`src/rtl/mul_seq_controller_if.sv`:
```
// Control/status bundle between the shift-add multiplier sequencer and its requester/datapath.
// The master side issues requests and reflects datapath state; the slave side is the sequencer.
interface mul_seq_controller_if #(
    parameter int CNT_W = 6
);
    logic             start;
    logic             abort;
    logic             product_lsb;
    logic             ALU_carry;
    logic             W_ctrl;
    logic             SRL_ctrl;
    logic             alu_add;
    logic             Ready;
    logic             busy;
    logic             done;
    logic             err;
    logic [CNT_W-1:0] iter_cnt;

    modport master (
        output start, abort, product_lsb, ALU_carry,
        input  W_ctrl, SRL_ctrl, alu_add, Ready, busy, done, err, iter_cnt
    );

    modport slave (
        input  start, abort, product_lsb, ALU_carry,
        output W_ctrl, SRL_ctrl, alu_add, Ready, busy, done, err, iter_cnt
    );
endinterface

```
`src/rtl/mul_seq_controller.sv`:
```
// Sequencer for a shift-add multiplier: one Product load cycle, WIDTH add/shift steps,
// then Ready holds the result. Carry-out is an overflow error; abort cancels a running op.
module mul_seq_controller #(
    parameter int WIDTH = 32,
    parameter int CNT_W = 6
) (
    input  logic                 clk,
    input  logic                 Reset,
    mul_seq_controller_if.slave  bus,
    output logic [2:0]           state_dbg
);
    // Handshake: start is a level request accepted only in IDLE, DONE or ERR; the op it
    // launches ends with a one-cycle done pulse, and Ready stays high until the next start.
    typedef enum logic [2:0] {
        S_IDLE = 3'd0,
        S_LOAD = 3'd1,
        S_RUN  = 3'd2,
        S_DONE = 3'd3,
        S_ERR  = 3'd4
    } state_t;

    state_t state;
    state_t state_nxt;
    logic   last_step;

    assign last_step = (bus.iter_cnt == CNT_W'(WIDTH - 1));

    always_comb begin
        state_nxt = state;
        unique case (state)
            S_IDLE: if (bus.start) state_nxt = S_LOAD;
            S_LOAD: state_nxt = bus.abort ? S_IDLE : S_RUN;
            S_RUN: begin
                if (bus.abort)          state_nxt = S_IDLE;
                else if (bus.ALU_carry) state_nxt = S_ERR;
                else if (last_step)     state_nxt = S_DONE;
            end
            S_DONE, S_ERR: if (bus.start) state_nxt = S_LOAD;
            default: state_nxt = S_IDLE;
        endcase
    end

    // Outputs are decoded from the next state so they are registered yet aligned with it.
    always_ff @(posedge clk) begin
        if (Reset) begin
            state        <= S_IDLE;
            bus.iter_cnt <= '0;
            bus.W_ctrl   <= 1'b0;
            bus.SRL_ctrl <= 1'b0;
            bus.Ready    <= 1'b0;
            bus.busy     <= 1'b0;
            bus.done     <= 1'b0;
            bus.err      <= 1'b0;
        end else begin
            state        <= state_nxt;
            bus.W_ctrl   <= (state_nxt == S_LOAD);
            bus.SRL_ctrl <= (state_nxt == S_RUN);
            bus.busy     <= (state_nxt == S_LOAD) || (state_nxt == S_RUN);
            bus.Ready    <= (state_nxt == S_DONE);
            bus.done     <= (state == S_RUN) && (state_nxt == S_DONE);
            bus.err      <= (state_nxt == S_ERR);
            // Every RUN cycle is a step, including one that ends in abort or carry.
            if (state_nxt == S_LOAD)
                bus.iter_cnt <= '0;
            else if (state == S_RUN)
                bus.iter_cnt <= bus.iter_cnt + 1'b1;
        end
    end

    assign bus.alu_add = bus.SRL_ctrl & bus.product_lsb;
    assign state_dbg   = state;
endmodule
```
`src/flat_wrapper.sv`:
```
// flat-port wrapper written by rule: the top's interface ports become plain ports
module mul_seq_controller_flat 
#(
    parameter int WIDTH = 32,
    parameter int CNT_W = 6
)
  (clk, Reset, state_dbg, bus_start, bus_abort, bus_product_lsb, bus_ALU_carry, bus_W_ctrl, bus_SRL_ctrl, bus_alu_add, bus_Ready, bus_busy, bus_done, bus_err, bus_iter_cnt);
  mul_seq_controller_if #(.CNT_W(CNT_W)) bus_i ();
  input  logic clk;
  input  logic Reset;
  output logic [2:0] state_dbg;
  input wire logic [$bits(bus_i.start)-1:0] bus_start;
  input wire logic [$bits(bus_i.abort)-1:0] bus_abort;
  input wire logic [$bits(bus_i.product_lsb)-1:0] bus_product_lsb;
  input wire logic [$bits(bus_i.ALU_carry)-1:0] bus_ALU_carry;
  output wire logic [$bits(bus_i.W_ctrl)-1:0] bus_W_ctrl;
  output wire logic [$bits(bus_i.SRL_ctrl)-1:0] bus_SRL_ctrl;
  output wire logic [$bits(bus_i.alu_add)-1:0] bus_alu_add;
  output wire logic [$bits(bus_i.Ready)-1:0] bus_Ready;
  output wire logic [$bits(bus_i.busy)-1:0] bus_busy;
  output wire logic [$bits(bus_i.done)-1:0] bus_done;
  output wire logic [$bits(bus_i.err)-1:0] bus_err;
  output wire logic [$bits(bus_i.iter_cnt)-1:0] bus_iter_cnt;
  assign bus_i.start = bus_start;
  assign bus_i.abort = bus_abort;
  assign bus_i.product_lsb = bus_product_lsb;
  assign bus_i.ALU_carry = bus_ALU_carry;
  assign bus_W_ctrl = bus_i.W_ctrl;
  assign bus_SRL_ctrl = bus_i.SRL_ctrl;
  assign bus_alu_add = bus_i.alu_add;
  assign bus_Ready = bus_i.Ready;
  assign bus_busy = bus_i.busy;
  assign bus_done = bus_i.done;
  assign bus_err = bus_i.err;
  assign bus_iter_cnt = bus_i.iter_cnt;
  mul_seq_controller #(.WIDTH(WIDTH), .CNT_W(CNT_W)) u_core (.clk(clk), .Reset(Reset), .bus(bus_i), .state_dbg(state_dbg));
endmodule
```
`config.mk`:
```
export PLATFORM = sky130hd
export DESIGN_NAME = mul_seq_controller_flat
export DESIGN_NICKNAME = d
export VERILOG_FILES = /design/src/rtl/mul_seq_controller_if.sv /design/src/rtl/mul_seq_controller.sv /design/src/flat_wrapper.sv
export SDC_FILE = /design/constraint.sdc
export NUM_CORES = 1
export LEC_CHECK = 0
export BUFFER_PORTS_ARGS = -buffer_cell sky130_fd_sc_hd__buf_4
export CAP_MARGIN = 5
export CORE_MARGIN = 2
export CORE_UTILIZATION = 40
export DETAILED_ROUTE_END_ITERATION = 8
export HOLD_SLACK_MARGIN = 0.08
export PLACE_DENSITY = 0.62
export SKIP_CTS_REPAIR_TIMING = 1
export SYNTH_ARGS = -nofsm -noshare
export SYNTH_HDL_FRONTEND = slang
export SYNTH_SLANG_ARGS = --single-unit
```
`constraint.sdc`:
```
create_clock -name clk -period 4.4 [get_ports clk]
set_input_delay 0 -clock clk [delete_from_list [all_inputs] [get_ports clk]]
set_output_delay 0 -clock clk [all_outputs]
set_load 0.02 [all_outputs]
```
After elaboration in Yosys (flattened, before gate mapping)
Index checks and enable logic that the tools add are counted.
{"block": "word_totals", "out_inout_bits": 16, "regBits": 15, "input_bits": 6}
{"block": "classes", "n_reduce_logical": 5, "addsub": 1, "n_eq_ne": 9, "bitwise_logic": 1, "muxes": 6}
{"operator": "3-bit by 2-bit == test with 1-bit output, second input constant", "n": 4}
{"operator": "3-bit two-way mux", "n": 4}
{"operator": "3-bit case mux with 3 select lines", "n": 1}
{"operator": "6-bit by 1-bit adder with 6-bit output, second input constant", "n": 1}
{"operator": "3-bit by 1-bit == test with 1-bit output, second input constant", "n": 2}
{"operator": "3-bit == test, second input constant", "n": 2}
{"operator": "6-bit by 5-bit == test with 1-bit output, second input constant", "n": 1}
{"operator": "3-bit logical NOT", "n": 1}
{"operator": "3-bit OR reduction", "n": 1}
{"operator": "2-bit two-way mux", "n": 1}
{"operator": "2-bit OR reduction", "n": 1}
{"operator": "1-bit AND", "n": 1}
{"operator": "1-bit logical AND", "n": 1}
{"operator": "1-bit logical OR", "n": 1}

Longest topological paths before layout
{"block": "depth", "word_depth": 7, "depth_mapped": 6, "mapped_depth_nobuf": 5}

Worst setup path after synthesis
No wires, ideal clock.
{"block": "synth_path", "path_kind": "reg-to-reg", "startpoint": "reg u_core.state[0] (netlist: u_core.state_dbg[0])", "endpoint": "reg u_core.bus.iter_cnt[0]", "synth_period_minus_slack_ps": 1839, "required_ps": 4268, "path_stages_with_launch": 7, "n_path_buf": 2, "setup_time_ps": 132, "arrival_time_ps": 1707, "slack_ps": 2561, "cell_sequence": "dfxtp_1 buf_6 or3b_1 buf_6 nor4_4 a2bb2oi_2 nor3_1"}
{"block": "synth_via", "elab_chain_len": 6, "word_cells_on_any_way": 13}
{"element": "start, declared", "line_no": "mul_seq_controller.sv:22", "text": "state_t state;"}
{"element": "start signal, assigned", "line_no": "mul_seq_controller.sv:55", "text": "state <= state_nxt;"}
{"element": "3-bit two-way mux", "line_no": "mul_seq_controller.sv:36", "text": "else if (last_step) state_nxt = S_DONE;"}
{"element": "3-bit two-way mux", "line_no": "mul_seq_controller.sv:35", "text": "else if (bus.ALU_carry) state_nxt = S_ERR;"}
{"element": "3-bit two-way mux", "line_no": "mul_seq_controller.sv:34", "text": "if (bus.abort) state_nxt = S_IDLE;"}
{"element": "3-bit case mux with 3 select lines", "line_no": "mul_seq_controller.sv:30", "text": "unique case (state)"}
{"element": "3-bit by 1-bit == test with 1-bit output", "line_no": "mul_seq_controller.sv:63", "text": "if (state_nxt == S_LOAD)"}
{"element": "2-bit OR reduction (no line)"}
{"element": "end signal, assigned", "line_no": "mul_seq_controller.sv:66", "text": "bus.iter_cnt <= bus.iter_cnt + 1'b1;"}
{"element": "end, declared", "line_no": "mul_seq_controller_if.sv:26", "text": "output W_ctrl, SRL_ctrl, alu_add, Ready, busy, done, err, iter_cnt"}
Parallel ways exist; a longest one is shown, timed or not.
A chain may end at the register's enable or synchronous reset.

Worst setup path after layout
{"block": "layout_path", "startpoint": "reg u_core.state[1] (netlist: u_core.state_dbg[1])", "endpoint": "reg u_core.bus.iter_cnt[4]"}
The elaborated chain is that of the path after synthesis.

==> results <==
- The initial antenna violation count is 0.
- The number of global-route vias before repair is 510.
- The remaining global-route overflow is 0.
- The relative slew slack is 69.5%.
- The worst IR drop on VDD is 163 uV.
- The run finished with clean final reports.
- The final number of max-transition violations is 0.
- In this run the static leakage power is 0.369 nW.
- The iteration-0 DRC count of the detailed router is 11.
- The number of nets in the layout is 103.
- The die is 45.2 microns tall.
- After floorplanning, the core was divided into 14 placement rows.
- The ratio of final minimum period to clock period is 44.6%.
- In this run the worst path has a maximum fanout of 8.
- In this run the most critical hold path is launched from bus_abort.
- The final setup violation count is 0.
- During synthesis, Yosys emitted a total of 0 warnings.
- The worst setup slack before clock tree synthesis is 2460 ps.
- In this run, synthesis produced a sequential element count of 15.
- The CTS tree is built.
- The detail route stage leaves a number of antenna-violating nets equal to 0.
- The global-route usage over all layers is 14.7%.
- In this run the count of I/O pins placed on the die edge is 22.
- STA puts the critical path data arrival time at 2110 ps.
- The top cell types in the final layout, fill and taps aside, are 21 x sky130_fd_sc_hd__buf_4, 15 x sky130_fd_sc_hd__dfxtp_1, 12 x sky130_fd_sc_hd__nor3_1, 6 x sky130_fd_sc_hd__inv_1, 6 x sky130_fd_sc_hd__nor2_1.
- Entering global routing, the biggest net connects 12 pins.
- Setup repair after global routing left no endpoint under its margin.
- The area of the core region is 1540 sq um.
- The commonest non-fill, non-tap cell in the layout is sky130_fd_sc_hd__buf_4.
- The wire length of the first global-routing pass is 2200 microns.
- For this design the ratio of total power to cell area is 297 nW/um^2.
- The element type at the critical path start is a flop.
- The count of H-tree levels built during CTS is 1.
- The routed layout has 591 vias.
- The critical path class is reg -> reg.
- The path with the worst hold slack has its endpoint at u_core.bus.err.
- The final hold slack is 178 ps.
- The summed negative setup slack over all endpoints is 0 ps.
- The initial utilization of the core area, before any placement, comes to 44.1%.
- The depth of the worst register-to-register path is 4.
- Counting along the longest clock path gives a buffer depth of 2.
- The synthesis-to-finish area growth is 27.6%.
- The worst register-to-register path ends at u_core.bus.iter_cnt[4].
- The layout cell share with drive strength beyond 1 is 30.5%.
- The number of design rule violations left after detail routing is 0.
- The post-DP HPWL is 999 microns.
- The data required time at the worst endpoint is 4550 ps.
- The post-synthesis instance area is 679 sq um.
- The die span in x is 45.2 microns.
- The minimum setup slack in the final design is 2440 ps.
- The number of endpoints with negative hold slack in the final report is 0.
- The highest clock rate is 510 MHz.
- The worst hold path passes through 4 cells.
- The final instance area is 867 sq um.
- After detailed routing, the total wire length is 1340 microns.
- The critical register-to-register path startpoint is u_core.state_dbg[1].
- The mean number of vias per cell is 5.32.
- The number of port buffers is 21.
- The clock period minus final worst setup slack is 1960 ps.
- Counting the buffers created by CTS gives 3.
- The number of iterations in the first detailed-routing pass is 4.
- The clock transition time at the flip-flop clock pins of the worst setup and hold paths is 80 ps.
- After technology mapping, the gate count stands at 72.
- The area after detailed placement is 831 sq um.
- At the end of routability-driven placement, the weighted congestion stood at 0.824.
- The final clock skew is 4.15 ps.
- 0 antenna diodes ended up in the layout.
- The critical path capture point type is a flop.
- The post-detailed-route wirelength per cell is 12.0 microns.
- The completed layout was analyzed and its total power is 0.000258 W.
- The min-delay analysis places its worst path in the category in -> reg.
- The worst-skew pair later-pin latency is 270 ps.
- The worst register-to-register path has a setup slack of 2440 ps.
- The count of distinct cell types in the synthesized netlist is 29.
- The area of the die is 2040 sq um.
- Of the synthesized area, sequential elements account for 44.2%.
- The sink count of the clock tree is 15.
- The filler cells instantiated in the layout total 139.
- Synthesis produced a netlist with a net count of 79.
- The number of maximum-capacitance violations is 0.
- In this run the clock root is driven by a sky130_fd_sc_hd__clkbuf_4.
- In this run the mean area of a mapped cell was 9.44 sq um.
- At the pin with the least slew margin, the transition time is 454 ps.
==> cell usage after synthesis <==
cell type | n | area, sq um
sky130_fd_sc_hd__nor2_1 | 6 | 22.5
sky130_fd_sc_hd__xor2_1 | 1 | 8.76
sky130_fd_sc_hd__mux2i_1 | 1 | 10.0
sky130_fd_sc_hd__o31ai_1 | 1 | 7.51
sky130_fd_sc_hd__o32ai_1 | 2 | 17.5
sky130_fd_sc_hd__a21oi_1 | 2 | 10.0
sky130_fd_sc_hd__nor2_2 | 1 | 6.26
sky130_fd_sc_hd__a21o_1 | 1 | 7.51
sky130_fd_sc_hd__a211o_2 | 1 | 10.0
sky130_fd_sc_hd__nor3_2 | 1 | 10.0
sky130_fd_sc_hd__xnor2_1 | 4 | 35.0
sky130_fd_sc_hd__buf_6 | 2 | 22.5
sky130_fd_sc_hd__or3b_1 | 1 | 8.76
sky130_fd_sc_hd__clkbuf_1 | 1 | 3.75
sky130_fd_sc_hd__ha_1 | 1 | 12.5
sky130_fd_sc_hd__or3_1 | 1 | 6.26
sky130_fd_sc_hd__or2b_1 | 1 | 7.51
sky130_fd_sc_hd__nand3_1 | 1 | 5.00
sky130_fd_sc_hd__a2bb2oi_2 | 1 | 15.0
sky130_fd_sc_hd__nor4_4 | 1 | 21.3
sky130_fd_sc_hd__a31oi_1 | 1 | 6.26
sky130_fd_sc_hd__nand2b_1 | 1 | 6.26
sky130_fd_sc_hd__dfxtp_1 | 15 | 300
sky130_fd_sc_hd__nand3b_1 | 2 | 15.0
sky130_fd_sc_hd__nand2_1 | 2 | 7.51
sky130_fd_sc_hd__nor3b_1 | 1 | 7.51
sky130_fd_sc_hd__and2_1 | 1 | 6.26
sky130_fd_sc_hd__inv_1 | 6 | 22.5
sky130_fd_sc_hd__nor3_1 | 12 | 60.1
==> cell type report <==
class                      count  area [sq um]  share of cell area, %
tap                           16          20.0                   2.31
sequential                    15           300                   34.6
clock buffer                   4          26.3                   3.03
timing repair buffer          22           168                   19.3
multi-input combinational     48           330                   38.1
inverter                       6          22.5                   2.60
==> routing by layer <==
metal	global-route usage, %	routed length, microns	vias to the layer above	share of wire [%]
li1	-	-	301	-
met1	19.6	643	274	48
met2	23.1	610	14	46
met3	2.40	70	2	5.2
met4	7.06	12	0	0.90
met5	0	0	-	0
==> critical path: stages (launching register included) <==
cell and delay, ps:
sky130_fd_sc_hd__dfxtp_1 430, sky130_fd_sc_hd__or3b_1 550, sky130_fd_sc_hd__nor4_4 440, sky130_fd_sc_hd__a2bb2oi_2 320, sky130_fd_sc_hd__nor3_1 100
==> power breakdown <==
| part | internal [W] | total [W] | switching [W] |
|---|---|---|---|
| Clock | 0.0000351 | 0.0000747 | 0.0000396 |
| Sequential | 0.000140 | 0.000144 | 0.00000377 |
| Combinational | 0.0000168 | 0.0000394 | 0.0000227 |
| Total | 0.000192 | 0.000258 | 0.0000661 |
==> state kept, by name, summed over array words and instances (netlist names) <==
name and flops:
u_core.bus.Ready 1, u_core.bus.SRL_ctrl 1, u_core.bus.W_ctrl 1, u_core.bus.busy 1
u_core.bus.done 1, u_core.bus.err 1, u_core.bus.iter_cnt 6, u_core.state_dbg 3
==> how the worst max path moves through the flow <==
stage	startpoint	end	slack (ps)	cells after the start
floorplan	u_core.state_dbg[0]	u_core.bus.iter_cnt[0]	2560	6
global placement	u_core.state_dbg[1]	u_core.bus.iter_cnt[4]	2490	4
detailed placement	u_core.state_dbg[0]	u_core.bus.iter_cnt[2]	2460	4
CTS	u_core.state_dbg[1]	u_core.bus.iter_cnt[4]	2440	4
global route	u_core.state_dbg[1]	u_core.bus.iter_cnt[1]	2290	4
finish	u_core.state_dbg[1]	u_core.bus.iter_cnt[4]	2440	4
==> kinds of logic after synthesis <==
group | after synthesis | share of synthesized area (%)
simple gates | 32 | 28.0
flops | 15 | 44.2
compound gates | 9 | 10.9
buf+inv | 9 | 7.18
xor+xnor | 5 | 6.45
mux | 1 | 1.47
fa+ha+maj | 1 | 1.84
==> per-stage QoR <==
step	cells	util (%)
floorplan	72	-
global placement	106	53.9
detailed placement	106	53.9
CTS	110	55.6
global route	111	56.3
finish	111	56.3
Power figures use the tool's default switching activity.
